$ cat config.mk
export PLATFORM = sky130hd
export DESIGN_NAME = regfile_dumper
export DESIGN_NICKNAME = d
export VERILOG_FILES = /design/src/rtl/regfile_dumper.sv
export SDC_FILE = /design/constraint.sdc
export NUM_CORES = 1
export LEC_CHECK = 0
export ABC_CLOCK_PERIOD_IN_PS = 1800
export CELL_PAD_IN_SITES_DETAIL_PLACEMENT = 1
export CELL_PAD_IN_SITES_GLOBAL_PLACEMENT = 1
export CORE_ASPECT_RATIO = 1.5
export CORE_UTILIZATION = 31
export CTS_CLUSTER_SIZE = 10
export DETAILED_ROUTE_END_ITERATION = 10
export PLACE_DENSITY_LB_ADDON = 0.05
export SKIP_CTS_REPAIR_TIMING = 1
export SYNTH_ARGS = -nofsm -noshare
export SYNTH_HDL_FRONTEND = slang
export SYNTH_SLANG_ARGS = --single-unit
$ cat constraint.sdc
create_clock -name clk -period 1.8 [get_ports clk]
set_input_delay 0.27 -clock clk [delete_from_list [all_inputs] [get_ports clk]]
set_output_delay 0.27 -clock clk [all_outputs]
set_load 0.01 [all_outputs]
$ cat src/rtl/regfile_dumper.sv
// Streams an inclusive, wrapping address range of a register file out over a
// valid/ready handshake, one (address, data) pair per word, then pulses done.
module regfile_dumper #(
   parameter int ADDR_W = 5,
   parameter int DATA_W = 32
) (
   input  logic              clk,
   input  logic              reset,
   input  logic              start,
   input  logic [ADDR_W-1:0] first_addr,
   input  logic [ADDR_W-1:0] last_addr,
   output logic [ADDR_W-1:0] rd_addr,
   input  logic [DATA_W-1:0] rd_data,
   output logic [ADDR_W-1:0] out_addr,
   output logic [DATA_W-1:0] out_data,
   output logic              out_valid,
   input  logic              out_ready,
   output logic              busy,
   output logic              done
);

   typedef enum logic [1:0] {IDLE, FETCH, SEND, DONE} state_t;

   state_t              state_q, state_d;
   logic [ADDR_W-1:0]   cur_q, cur_d;
   logic [ADDR_W-1:0]   last_q, last_d;
   logic [ADDR_W-1:0]   out_addr_q, out_addr_d;
   logic [DATA_W-1:0]   out_data_q, out_data_d;
   logic                out_valid_q, out_valid_d;

   always_ff @(posedge clk) begin
      if (reset) begin
         state_q     <= IDLE;
         cur_q       <= '0;
         last_q      <= '0;
         out_addr_q  <= '0;
         out_data_q  <= '0;
         out_valid_q <= 1'b0;
      end else begin
         state_q     <= state_d;
         cur_q       <= cur_d;
         last_q      <= last_d;
         out_addr_q  <= out_addr_d;
         out_data_q  <= out_data_d;
         out_valid_q <= out_valid_d;
      end
   end

   // The word is held after acceptance; only the next FETCH overwrites it.
   always_comb begin
      state_d     = state_q;
      cur_d       = cur_q;
      last_d      = last_q;
      out_addr_d  = out_addr_q;
      out_data_d  = out_data_q;
      out_valid_d = out_valid_q;
      case (state_q)
         IDLE: begin
            if (start) begin
               cur_d   = first_addr;
               last_d  = last_addr;
               state_d = FETCH;
            end
         end
         FETCH: begin
            out_data_d  = rd_data;
            out_addr_d  = cur_q;
            out_valid_d = 1'b1;
            state_d     = SEND;
         end
         SEND: begin
            if (out_ready) begin
               out_valid_d = 1'b0;
               if (cur_q == last_q) begin
                  state_d = DONE;
               end else begin
                  cur_d   = cur_q + ADDR_W'(1);
                  state_d = FETCH;
               end
            end
         end
         DONE: begin
            state_d = IDLE;
         end
         default: begin
            state_d = IDLE;
         end
      endcase
   end

   always_comb begin
      busy      = (state_q == FETCH) || (state_q == SEND);
      done      = (state_q == DONE);
      rd_addr   = cur_q;
      out_addr  = out_addr_q;
      out_data  = out_data_q;
      out_valid = out_valid_q;
   end

endmodule

==> flow_metrics.env <==
export IMPL_synth_fp_nets=268
export IMPL_finalCriticalPeriod_ns=1.66
export IMPL_place_gp_congestion=0.808
export IMPL_path_buf_inv=1
export IMPL_vias=1874
export IMPL_synth_edf_count=0
export IMPL_die_width_um=70.1
export IMPL_grt_pass1_wl_um=9520
export IMPL_yosys_area_share_xor_xnor_pct=2.03
export IMPL_critPathTopFamily="buffers and inverters"
export IMPL_hold_path_class="primary input to register"
export IMPL_ant_nets=0
export IMPL_synth_cell_type_count=41
export IMPL_dieArea_sq_mm=0.00731
export IMPL_holdWs_ns=0.375
export IMPL_drt_wl_total_um=5830
export IMPL_antenna_found_initial=0
export IMPL_synth_top_family_by_area="multiplexers"
export IMPL_start_kind="register"
export IMPL_tightest_slew_ns=0.397
export IMPL_wire_per_inst_um=15.0
export IMPL_rsz0062_at_grt="no"
export IMPL_final_core_util_pct=49.4
export IMPL_area_growth_synth_to_final_pct=51.5
export IMPL_dieHeight_um=104
export IMPL_synth_top_area_share_pct=46.4
export IMPL_ir_worst_vdd_v=0.000505
export IMPL_powerDensity_mw_per_mm2=1250
export IMPL_cp_startpoint="rd_addr[2]"
export IMPL_max_stage_delay_ns=0.60
export IMPL_via_per_inst=4.82
export IMPL_clock_latency_ns=0.29
export IMPL_synth_most_common_cell="dfxtp_1"
export IMPL_slew_headroom_pct=73.4
export IMPL_drcViolationCount=0
export IMPL_drive_above_1_share_pct=10.5
export IMPL_grt_pass1_vias=1919
export IMPL_worstPathArrival_ns=1.39
export IMPL_max_cap_violations=0
export IMPL_total_leakage_power_nw=1.25
export IMPL_fmax_mhz=601
export IMPL_start_util_pct=32.6
export IMPL_min_delay_start="reset"
export IMPL_synth_top_flop_cell="dfxtp_1"
export IMPL_pin_count=91
export IMPL_status="finished, final reports clean"
export IMPL_total_power_mw=4.09
export IMPL_cp_end_kind="primary output"
export IMPL_row_count=36
export IMPL_gr_usage_all_layers_pct=16.4
export IMPL_finalSetupViolCount=0
export IMPL_fin_crit_sh_pct=92.4
export IMPL_hold_violations=0
export IMPL_synth_avg_cell_area_sq_um=9.99
export IMPL_synth_seq_area_share_pct=46.4
export IMPL_yosys_area_share_simple_pct=16.3
export IMPL_worstPathRequired_ns=1.53
export IMPL_cts_buffers=5
export IMPL_ctsRootBufferMaster="clkbuf_8"
export IMPL_cts_sink_count=50
export IMPL_synth_fa_ha_area_share_pct=3.48
export IMPL_first_pass_iters=4
export IMPL_worstReg2RegStart="state_q[0]"
export IMPL_drt_iter0_markers=63
export IMPL_fillers=774
export IMPL_critPathKind="register to primary output"
export IMPL_htreeDepth=2
export IMPL_diodes=0
export IMPL_netlist_top_cells_count="50 x dfxtp_1, 40 x nor2_1, 39 x mux2i_1"
export IMPL_place_ws_ns=0.116
export IMPL_synthMuxAreaShare_pct=18.8
export IMPL_cts_tree="built"
export IMPL_synth_compound_area_share_pct=9.10
export IMPL_grt_max_degree=39
export IMPL_crit_fanout=7
export IMPL_multi_input_area_sq_mm=0.00108
export IMPL_seq_area_sq_mm=0.00100
export IMPL_crit_path_top_delay_cell="clkdlybuf4s50_1"
export IMPL_yosys_warnings=0
export IMPL_final_nets=365
export IMPL_portBuffers=90
export IMPL_worst_clock_skew_ns=0.00505
export IMPL_path_cells="clkdlybuf4s50_1"
export IMPL_coreArea_sq_mm=0.00662
export IMPL_layout_setup_ws_ns=0.137
export IMPL_slew_violations=0
export IMPL_synth_area_top_cells="dfxtp_1 46%, mux2i_1 18%, nor2_1 7.0%"
export IMPL_cts_buffer_depth=2
export IMPL_ys_ff_latch=50
export IMPL_clk_pin_slew_ns=0.09
export IMPL_gr_total_overflow=0
export IMPL_synthCells=216
export IMPL_hpwlAfterDp_um=4430
export IMPL_yosys_area_top_type="dfxtp_1"
export IMPL_async_reset_ff_share_pct=0
export IMPL_netlist_area_sq_mm=0.00216
-- area by class of cell --
type	count	area share (%)
multi-input cells	150	32.9
flip-flops and latches	50	30.7
repair buffers	102	30.6
well taps	76	2.91
clock buffers	6	2.22
inverters	4	0.459
clock inverters	1	0.230
-- state kept, by name, indices dropped and copies added (netlist names) --
name,flops
out_valid,1
out_data,32
out_addr,5
state_q,2
rd_addr,5
last_q,5
-- cells in the final DEF (no fill, tap or decap), types with 2 or more instances in the layout --
master and count:
a2111o_1 2, a211oi_2 3, a21oi_1 9, buf_4 11, clkbuf_8 5, clkdlybuf4s50_1 88
dfxtp_1 49, ha_1 5, inv_1 2, inv_2 2, mux2i_1 39, nand2_1 10
nand2b_1 2, nand3_1 8, nor2_1 40, o31a_1 2, o32ai_1 3, xnor2_1 5
-- metrics by stage --
stage / std cells / TNS (ns) / cell area [sq um]
after floorplan: 216 / 0 / 2160
after global placement: 382 / 0 / 3190
after detailed placement: 382 / 0 / 3190
after CTS: 389 / -0.140 / 3270
after global routing: 389 / 0 / 3270
final: 389 / 0 / 3270
-- logic make-up (layout without fill, tap and decap cells) --
logic type / after synthesis / after routing
AND/OR/NAND/NOR: 73 / 73
flip-flops: 50 / 50
multiplexers: 40 / 40
AO/OA/AOI/OAI: 26 / 26
buffers and inverters: 16 / 113
adder cells (fa/ha/maj): 6 / 6
XOR/XNOR: 5 / 5
-- layer usage --
metal | vias up | routed length [um] | GRT usage (%)
met4 | 0 | 142 | 6.43
met3 | 9 | 343 | 4.65
met5 | - | 0 | 0
met1 | 869 | 2410 | 19.0
met2 | 60 | 2930 | 28.1
li1 | 936 | - | -
-- final timing paths --
check / endpoint / slack (ns) / cells after the start
worst max-delay path: rd_addr[2] / 0.14 / 1
worst min-delay path: out_data[20] / 0.37 / 2
worst max register to register: rd_addr[1] / 0.16 / 6
worst min register to register: last_q[2] / 0.47 / 2
-- power by group --
group / switching [mW] / internal (mW) / total [mW]
registers: 0.161 / 1.34 / 1.50
logic: 0.929 / 1.05 / 1.98
clock network: 0.347 / 0.267 / 0.614
total: 1.44 / 2.65 / 4.09
No activity file was read; power rests on OpenSTA's default activity.
